## config.mk

```make
export PLATFORM = sky130hd
export DESIGN_NAME = truth_table_reader
export DESIGN_NICKNAME = d
export VERILOG_FILES = /design/src/rtl/truth_table_reader.sv
export SDC_FILE = /design/constraint.sdc
export NUM_CORES = 1
export LEC_CHECK = 0
export ABC_AREA = 1
export CAP_MARGIN = 20
export CORE_ASPECT_RATIO = 0.5
export CORE_MARGIN = 10
export CORE_UTILIZATION = 47
export DETAILED_ROUTE_END_ITERATION = 10
export HOLD_SLACK_MARGIN = 0.12
export PLACE_DENSITY = 0.77
export SETUP_SLACK_MARGIN = 0.4
export SLEW_MARGIN = 15
export SYNTH_ARGS = -nofsm -noshare
export SYNTH_HDL_FRONTEND = slang
export SYNTH_SLANG_ARGS = --single-unit
```

## constraint.sdc

```tcl
create_clock -name clk -period 2 [get_ports clk]
set_input_delay 0.3 -clock clk [delete_from_list [all_inputs] [get_ports clk]]
set_output_delay 0.3 -clock clk [all_outputs]
set_load 0.02 [all_outputs]
```

## src/rtl/truth_table_reader.sv

```systemverilog
// Exhaustive evaluator for a 5-input, 1-output circuit: steps {a,b,c,d,e} through
// all 32 vectors, samples y after SETTLE cycles each and scores it against exp_tt.
module truth_table_reader #(
    parameter int unsigned SETTLE = 1
) (
    input  logic        clk,
    input  logic        rst_n,
    input  logic        start,
    input  logic [31:0] exp_tt,
    input  logic        y,
    output logic        a,
    output logic        b,
    output logic        c,
    output logic        d,
    output logic        e,
    output logic        busy,
    output logic        done,
    output logic        pass,
    output logic [31:0] tt,
    output logic [5:0]  mismatch_cnt,
    output logic [4:0]  first_bad
);

    if (SETTLE < 1 || SETTLE > 15) begin : g_bad_settle
        $error("truth_table_reader: SETTLE must be 1..15");
    end

    localparam logic [3:0] CNT_LAST = 4'(SETTLE - 1);

    typedef enum logic [1:0] {S_IDLE, S_RUN, S_DONE} state_t;

    state_t      state_q, state_d;
    logic [4:0]  idx_q, idx_d;
    logic [3:0]  cnt_q, cnt_d;
    logic [31:0] exp_q, exp_d;
    logic [31:0] tt_q, tt_d;
    logic [5:0]  mcnt_q, mcnt_d;
    logic [4:0]  fbad_q, fbad_d;
    logic [4:0]  vec;

    always_comb begin
        state_d = state_q;
        idx_d   = idx_q;
        cnt_d   = cnt_q;
        exp_d   = exp_q;
        tt_d    = tt_q;
        mcnt_d  = mcnt_q;
        fbad_d  = fbad_q;
        case (state_q)
            S_IDLE, S_DONE: begin
                if (start) begin
                    state_d = S_RUN;
                    idx_d   = '0;
                    cnt_d   = '0;
                    exp_d   = exp_tt;
                    tt_d    = '0;
                    mcnt_d  = '0;
                    fbad_d  = '0;
                end
            end
            S_RUN: begin
                if (cnt_q == CNT_LAST) begin
                    tt_d[idx_q] = y;
                    if (y != exp_q[idx_q]) begin
                        mcnt_d = mcnt_q + 6'd1;
                        // a zero count means this is the run's first mismatch
                        if (mcnt_q == '0) fbad_d = idx_q;
                    end
                    if (idx_q == 5'd31) begin
                        state_d = S_DONE;
                    end else begin
                        idx_d = idx_q + 5'd1;
                        cnt_d = '0;
                    end
                end else begin
                    cnt_d = cnt_q + 4'd1;
                end
            end
            default: state_d = S_IDLE;
        endcase
    end

    always_ff @(posedge clk or negedge rst_n) begin
        if (!rst_n) begin
            state_q <= S_IDLE;
            idx_q   <= '0;
            cnt_q   <= '0;
            exp_q   <= '0;
            tt_q    <= '0;
            mcnt_q  <= '0;
            fbad_q  <= '0;
        end else begin
            state_q <= state_d;
            idx_q   <= idx_d;
            cnt_q   <= cnt_d;
            exp_q   <= exp_d;
            tt_q    <= tt_d;
            mcnt_q  <= mcnt_d;
            fbad_q  <= fbad_d;
        end
    end

    assign vec             = (state_q == S_RUN) ? idx_q : 5'd0;
    assign {a, b, c, d, e} = vec;
    assign busy            = (state_q == S_RUN);
    assign done            = (state_q == S_DONE);
    assign pass            = done && (mcnt_q == '0);
    assign tt              = tt_q;
    assign mismatch_cnt    = mcnt_q;
    assign first_bad       = fbad_q;

endmodule

```

======== Word level (Yosys, flattened, before mapping) ========
Cells that the tools add are included.
word-level totals
  register bits ........................... 86
  bits of input ports ..................... 36
  output and inout port bits .............. 51
  word-level logic and storage cells ...... 66
cells by class
  $add $sub $neg .......................... 3
  magnitude comparators ................... 2
  equal/unequal tests ..................... 11
  mux-type cells .......................... 29
  reduce and logical (&&, ||, !) cells .... 14
operators with widths
  cell                                                                count
  2-to-1 mux 32 bit                                                   2
  case mux 32 bit (2 select lines)                                    1
  2-to-1 mux 5 bit                                                    7
  bitwise mux 32 bit                                                  1
  case mux 5 bit (2 select lines)                                     2
  2-to-1 mux 6 bit                                                    3
  2-to-1 mux 4 bit                                                    3
  case mux 6 bit (2 select lines)                                     1
  AND reduction 3 bit                                                 3
  inequality test 2 x 1 -> 1 bit (second input constant)              4
  case mux 4 bit (2 select lines)                                     1
  AND reduction 4 bit                                                 2
  adder 6 x 1 -> 6 bit (second input constant)                        1
  logical NOT 6 bit                                                   1
  less-than comparator 5 x 6 -> 1 bit (second input constant)         1
  2-to-1 mux 2 bit                                                    3
  adder 5 x 1 -> 5 bit (second input constant)                        1
  binary-select mux 1 bit (select 5 bit)                              1
  demux 1 bit (select 5 bit)                                          1
  equality test 5 bit (second input constant)                         1
  greater-or-equal comparator 5 x 1 -> 1 bit (second input constant)  1
  AND reduction 5 bit                                                 1
  adder 4 x 1 -> 4 bit (second input constant)                        1
  logical NOT 4 bit                                                   1
  12 further kinds                                                    15

======== Longest topological paths before layout ========
Gate-level depths: netlist of run 1.
  depth in word-level cells ............... 7
  mapped depth ............................ 14
  depth with buffers taken out ............ 13

======== Worst setup path before layout of run 1 ========
OpenSTA, ideal clock, no wires.
  kind .................................... register to register
  start ................................... register idx_q[0]
  end ..................................... register cnt_q[2]
  setup time .............................. 0.119 ns
  arrival ................................. 1.728 ns
  data required time ...................... 1.881 ns
  setup slack ............................. 0.154 ns
  cell stages (with the launch flop) ...... 12
  buffers on the path ..................... 1
  clock period less this slack ............ 1.846 ns
  path through ............................ dfrtp_1 > ha_1 > clkbuf_1 > nand2_1 > nor2_1 > ha_1 > nor2_1 > nor2_1 > nand2_1 > nand2_1 > xor2_1 > nor2_1
between the ends
  longest elaborated chain between the ends .. 3
ends and longest elaborated chain
  item                                    line  text
  start, declared                         33    logic [4:0] idx_q, idx_d;
  start signal, assigned                  94    idx_q <= idx_d;
  equality test 5 bit                     69    if (idx_q == 5'd31) begin
  inequality test 3 bit (no source line)  --
  AND reduction 3 bit (no source line)    --
  end signal, assigned                    95    cnt_q <= cnt_d;
  end, declared                           34    logic [3:0] cnt_q, cnt_d;
Every way passes these cells.
A chain may end at the register's enable or synchronous reset.

======== Worst setup path after layout of run 1 ========
  start ................................... register idx_q[4]
  end ..................................... register fbad_q[0] (netlist: first_bad[0])
between the ends
  longest elaborated chain between the ends .. 5
ends and longest elaborated chain
  item                                             line  text
  binary-select mux 1 bit (select 5 bit)           64    if (y != exp_q[idx_q]) begin
  2-to-1 mux 1 bit (not written as such)           64
  inequality test 1 bit                            64
  inequality test 2 x 1 -> 1 bit (no source line)  --
  AND reduction 5 bit (no source line)             --
  end signal, assigned                             91    fbad_q <= '0;
  end signal, assigned                             99    fbad_q <= fbad_d;
  end, declared                                    38    logic [4:0] fbad_q, fbad_d;
Every way passes these cells. The select of a mux whose other input is x is not followed.

==> results.toml, run 1 <==
[status]
status = "finished with violations"
violations = "negative setup slack"

[finish]
num_antenna_cells = 0
nNetsFinal = 750
drive_gt1_frac = 0.385
fin_util = 0.804
final_cell_mix = "112 x nand2_1, 82 x dfrtp_1, 49 x inv_1"
layout_commonest_cell = "nand2_1"
stdcell_count = 826
area_delta_synth_final_pct = 63.8
fill_cells = 476

[yosys]
syn_avg_cell_area_um2 = 7.97
ys_seq_area_frac = 0.493
yosysWarnings = 0
synth_fa_ha_area_frac = 0.0258
synthSimpleGateAreaFrac = 0.231
syn_nets = 593
syn_area_mm2 = 0.00437
synth_top_family_by_area = "simple AND/OR/NAND/NOR gates"
netlist_instances = 548
synth.distinct_cells = 31
synth-compound-area-share = 0.150
synth_mux_area_frac = 0
synth-xor-area-share = 0.0120
ys_ff_latch = 86

[drt]
first_pass_iters = 7
routed_via_density = 5.97
via_count = 4935
wire_per_inst_um = 22.1
wirelength_um = 18300
drtIter0Drc = 595
drc = 0
ant_nets = 0

[timing]
rsz0062_at_grt = "yes"
setup_slack_ns = -0.122
hold_violations = 0
report.final.slew_viol_count = 0
clock-skew-final_ns = 0.00932
tightestPinTransition_ns = 0.505
fin_crit_sh = 1.06
report.final.setup_viol = 11
fin_crit_ns = 2.12
clock.fmax_mhz = 471
relSlewSlack = 0.661

[power_and_ir_drop]
cellLeakagePower_nw = 3.40
max-vdd-ir-drop_mv = 0.884
p_sw_frac = 0.447
switching_power_w = 0.00448
internal-power_w = 0.00556
p_clk_frac = 0.169
seqPwrFrac = 0.256
p_comb_frac = 0.575
powerDensity_mw_per_mm2 = 1400

[clocking]
cts_tree = "built"
clk_pin_slew_ns = 0.07
clock_path_buffers = 2
numCtsBuffers = 9
clockRootBuffer = "clkbuf_16"
clock_latency_ns = 0.35
clock-sinks = 86
htree_levels = 3

[die]
core_area_mm2 = 0.00889
io_pins = 87
chipHeight_um = 88.2
fp-row-count = 24
initial_core_util = 0.491
die_w_um = 156
die_area_mm2 = 0.0138

[placed_design]
portBuffers = 86
hpwl_um = 8470
gp_congestion = 0.836
dp_cells = 757

[worst_setup_path]
path_class = "reg2reg"
cp.required_ns = 2.23
cp-start-kind = "flop"
crit_fanout = 5
end_kind = "flop"
worst-endpoint-arrival_ns = 2.35

[global_routing]
grt_pass1_vias = 4226
antenna_found_initial = 0
overflow = 0
grt_usage = 0.196
grt_pass1_wl_um = 21600
grt_max_degree = 62

[worst_hold_path]
hp-class = "in2async"

[flow_run]
maxCapViolCount = 0
routing by layer:
metal,up-vias,part of all wire,GRT usage
li1,2090,-,-
met5,-,0,0
met3,89,0.11,0.0626
met1,2387,0.38,0.248
met2,369,0.47,0.318
met4,0,0.047,0.0570
power by group through the flow:
stage	Clock, W	Combinational [W]	Sequential, W
2_1_floorplan	0	0.00176	0.00280
3_3_place_gp	0	0.00347	0.00250
3_5_place_dp	0	0.00355	0.00251
4_1_cts	0.00168	0.00428	0.00249
5_1_grt	0.00177	0.00601	0.00260
6_report	0.00169	0.00578	0.00257
sequential cells by signal (all words and copies together) (netlist names):
signal / cells
cnt_q: 4
idx_q: 5
state_q: 2
exp_q: 32
first_bad: 5
tt: 32
mismatch_cnt: 6
critical path, stage by stage (launching register included):
cell,delay [ns]
dfrtp_1,0.51
inv_2,0.14
nor3_2,0.41
nand2_2,0.12
nand2_2,0.10
nor2_4,0.05
nand3_2,0.13
nand4_1,0.26
nand3_1,0.19
nand2_1,0.10
cells in the mapped netlist (all sizes together):
master | instances | area, um2
o32ai | 1 | 8.76
ha | 9 | 113
dfrtp | 86 | 2150
nor3 | 5 | 30.0
nand4 | 1 | 6.26
nor3b | 1 | 7.51
xor2 | 5 | 43.8
xnor2 | 1 | 8.76
o31ai | 22 | 165
clkbuf | 15 | 56.3
nor2 | 38 | 176
a21oi | 23 | 115
inv | 70 | 263
o21ai | 61 | 305
buf | 9 | 65.1
nand2 | 159 | 609
o22ai | 10 | 62.6
and3 | 1 | 6.26
nand3 | 31 | 173
through the flow:
step	hold WS [ns]	setup WS (ns)	TNS (ns)	power, W	instance area (um2)
final	0.451	-0.122	-0.608	0.0100	7150
after global routing	0.498	-0.236	-1.47	0.0104	7150
after CTS	0.462	0.160	0	0.00845	6300
after detailed placement	0.283	0.0919	0	0.00606	5520
after global placement	0.274	0.0964	0	0.00597	5520
after floorplan	0.00441	0.290	0	0.00455	4390
path summary, 6_finish.rpt:
check	start	endpoint	slack [ns]	cells after the start
worst max-delay path	idx_q[4]	first_bad[0]	-0.12	9
worst min-delay path	rst_n	exp_q[9]	0.45	2
worst max register to register	idx_q[4]	first_bad[0]	-0.12	9
worst min register to register	exp_q[22]	exp_q[22]	0.48	2
max in group asynchronous	rst_n	tt[20]	0.92	3
min in group clk	exp_q[22]	exp_q[22]	0.48	2
repair_timing:
action	4_1_cts	5_1_grt
buffers inserted	17	25
pin swaps	24	61
gates resized for setup	162	169
cloned	5	6
hold endpoints to repair	33	0
hold buffers	1	0
endpoints found under the setup margin	101	64
area by class of cell:
type                       count  area, um2  share of cell area
tap                          117        146              0.0205
clock inverter                 4       47.5             0.00665
multi-input combinational    370       2500               0.350
inverter                      70        320              0.0448
timing repair inverter         1       16.3             0.00227
sequential                    86       2160               0.302
clock buffer                  11        243              0.0339
timing repair buffer         167       1720               0.240
kinds of logic (layout without fill, tap and decap cells):
family,after synthesis,count (layout)
and+or+nand+nor,236,238
DFF,86,86
xor gates and xnor gates,6,6
buffers and inverters,94,253
adders and majority gates,9,9
AOI/OAI and AO/OA,117,117
No activity file was read; power rests on OpenSTA's default activity.
==> run 2: changes to the inputs <==
- CORE_MARGIN: 10 -> 2
- CORE_UTILIZATION: 47 -> 50
- PLACE_DENSITY: 0.77 -> 0.78
- clock period: 2 -> 2.5 ns (I/O delays scaled with it)
==> run 2 against run 1 <==
Compared with the run above:
- the run now ends clean
- non-clock buffer count fell by 69
- global-route usage is 5.5 points higher
- clock skew down 0.0028 ns
- register-to-register slack gained 0.65 ns
- critical path depth up 2
- clock power fell by 29%
==> results.toml, run 2 (synthesis gave the netlist of run 1 again) <==
[drt]
via_count = 3964
drc = 0
first_pass_iters = 5
routed_via_density = 5.26
drtIter0Drc = 319
wirelength_um = 11300
ant_nets = 0
wire_per_inst_um = 15.0

[clocking]
clockRootBuffer = "clkbuf_16"
clock_path_buffers = 2
clk_pin_slew_ns = 0.06
clock_latency_ns = 0.34
clock-sinks = 86
numCtsBuffers = 9
postCtsSetupBuffers = 0
htree_levels = 3
cts_tree = "built"

[timing]
report.final.slew_viol_count = 0
fin_crit_ns = 1.97
fin_crit_sh = 0.787
report.final.setup_viol = 0
clock.fmax_mhz = 508
tightestPinTransition_ns = 0.500
hold_violations = 0
relSlewSlack = 0.665
tns_ns = 0
clock-skew-final_ns = 0.00655
rsz0062_at_grt = "yes"

[worst_hold_path]
min_path_cells = 2
hold_start = "exp_q[26]"
hold_end = "exp_q[26]"
hp-class = "reg2reg"

[finish]
drive_gt1_frac = 0.0849
area_delta_synth_final_pct = 29.2
nNetsFinal = 678
layout_commonest_cell = "nand2_1"
multiInputGateArea_mm2 = 0.00186
fin_util = 0.657
fill_cells = 728
stdcell_count = 753
num_antenna_cells = 0
final_cell_mix = "155 x nand2_1, 84 x dfrtp_1, 78 x clkdlybuf4s50_1"
ff_latch_area_mm2 = 0.00215

[placed_design]
portBuffers = 86
gp_congestion = 0.930
dp_cells = 738
hpwl_um = 7640

[worst_setup_path]
timing.rr.end = "idx_q[0]"
end_kind = "flop"
worstRegToRegCells = 11
worst-endpoint-arrival_ns = 2.21
cp-start-kind = "flop"
crit_fanout = 16
reg2reg_from = "cnt_q[0]"
path_class = "reg2reg"
r2r_slack_ns = 0.53
cp.required_ns = 2.75

[die]
die_area_mm2 = 0.00954
chipHeight_um = 70.1
core_area_mm2 = 0.00859
die_w_um = 136
fp-row-count = 24
io_pins = 87
initial_core_util = 0.508

[power_and_ir_drop]
max-vdd-ir-drop_mv = 0.515
cellLeakagePower_nw = 2.59
powerDensity_mw_per_mm2 = 1040

[global_routing]
grt_usage = 0.250
overflow = 0
grt_pass1_wl_um = 18700
grt_pass1_vias = 3904
antenna_found_initial = 0
grt_max_degree = 62

[flow_run]
maxCapViolCount = 0

[status]
status = "complete, no violations"
-- run 2: worst max path at each step --
stage,start,to,slack [ns],cells past startpoint
after floorplan,idx_q[0],cnt_q[2],0.65,11
after global placement,mismatch_cnt[0],pass,0.47,6
after detailed placement,state_q[0],d,0.39,3
after CTS,mismatch_cnt[0],pass,0.40,6
after global routing,idx_q[0],first_bad[2],0.38,13
final,cnt_q[0],idx_q[0],0.53,11
-- run 2: per-stage QoR --
step / hold WS [ns] / cell area (um2) / worst slack, ns / power [W]
3_5_place_dp: 0.357 / 5350 / 0.392 / 0.00463
2_1_floorplan: 0.0794 / 4370 / 0.654 / 0.00363
5_1_grt: 0.501 / 5640 / 0.378 / 0.00625
4_1_cts: 0.479 / 5620 / 0.401 / 0.00584
3_3_place_gp: 0.352 / 5350 / 0.470 / 0.00456
6_report: 0.478 / 5640 / 0.532 / 0.00588
-- run 2: what timing repair did --
item / in CTS / in global routing
gates resized for setup: 13 / 15
hold buffers: 1 / 0
hold endpoints to repair: 33 / 0
pin swaps: 0 / 1
cloned: 0 / 0
setup endpoints to repair: 9 / 14
-- run 2: power by group --
group | switching (W) | leakage (nW) | internal [W] | total (W)
clock | 0.000517 | 0.128 | 0.000686 | 0.00120
sequential | 0.000268 | 1.09 | 0.00176 | 0.00202
combinational | 0.00166 | 1.37 | 0.000993 | 0.00266
-- run 2: area by class of cell --
class	count	area share
Multi-Input combinational cell	368	0.330
Clock inverter	2	0.00177
Inverter	70	0.0479
Timing Repair Buffer	98	0.169
Clock buffer	12	0.0437
Tap cell	117	0.0259
Sequential cell	86	0.382
-- run 2: worst max-delay path, stage by stage (launching register included) --
cell	delay, ns
dfrtp_1	0.44
inv_1	0.07
ha_1	0.19
nand3_1	0.12
inv_1	0.11
nor2_2	0.15
inv_1	0.05
nand2_1	0.13
clkinv_4	0.16
nand2_1	0.16
inv_1	0.11
o21ai_0	0.18
-- run 2: routing by layer --
metal / track usage / share of wire / vias to the layer above
met1: 0.345 / 0.46 / 1881
met5: 0 / 0 / -
met2: 0.387 / 0.45 / 136
met4: 0.0683 / 0.016 / 0
li1: - / - / 1930
met3: 0.0741 / 0.078 / 17
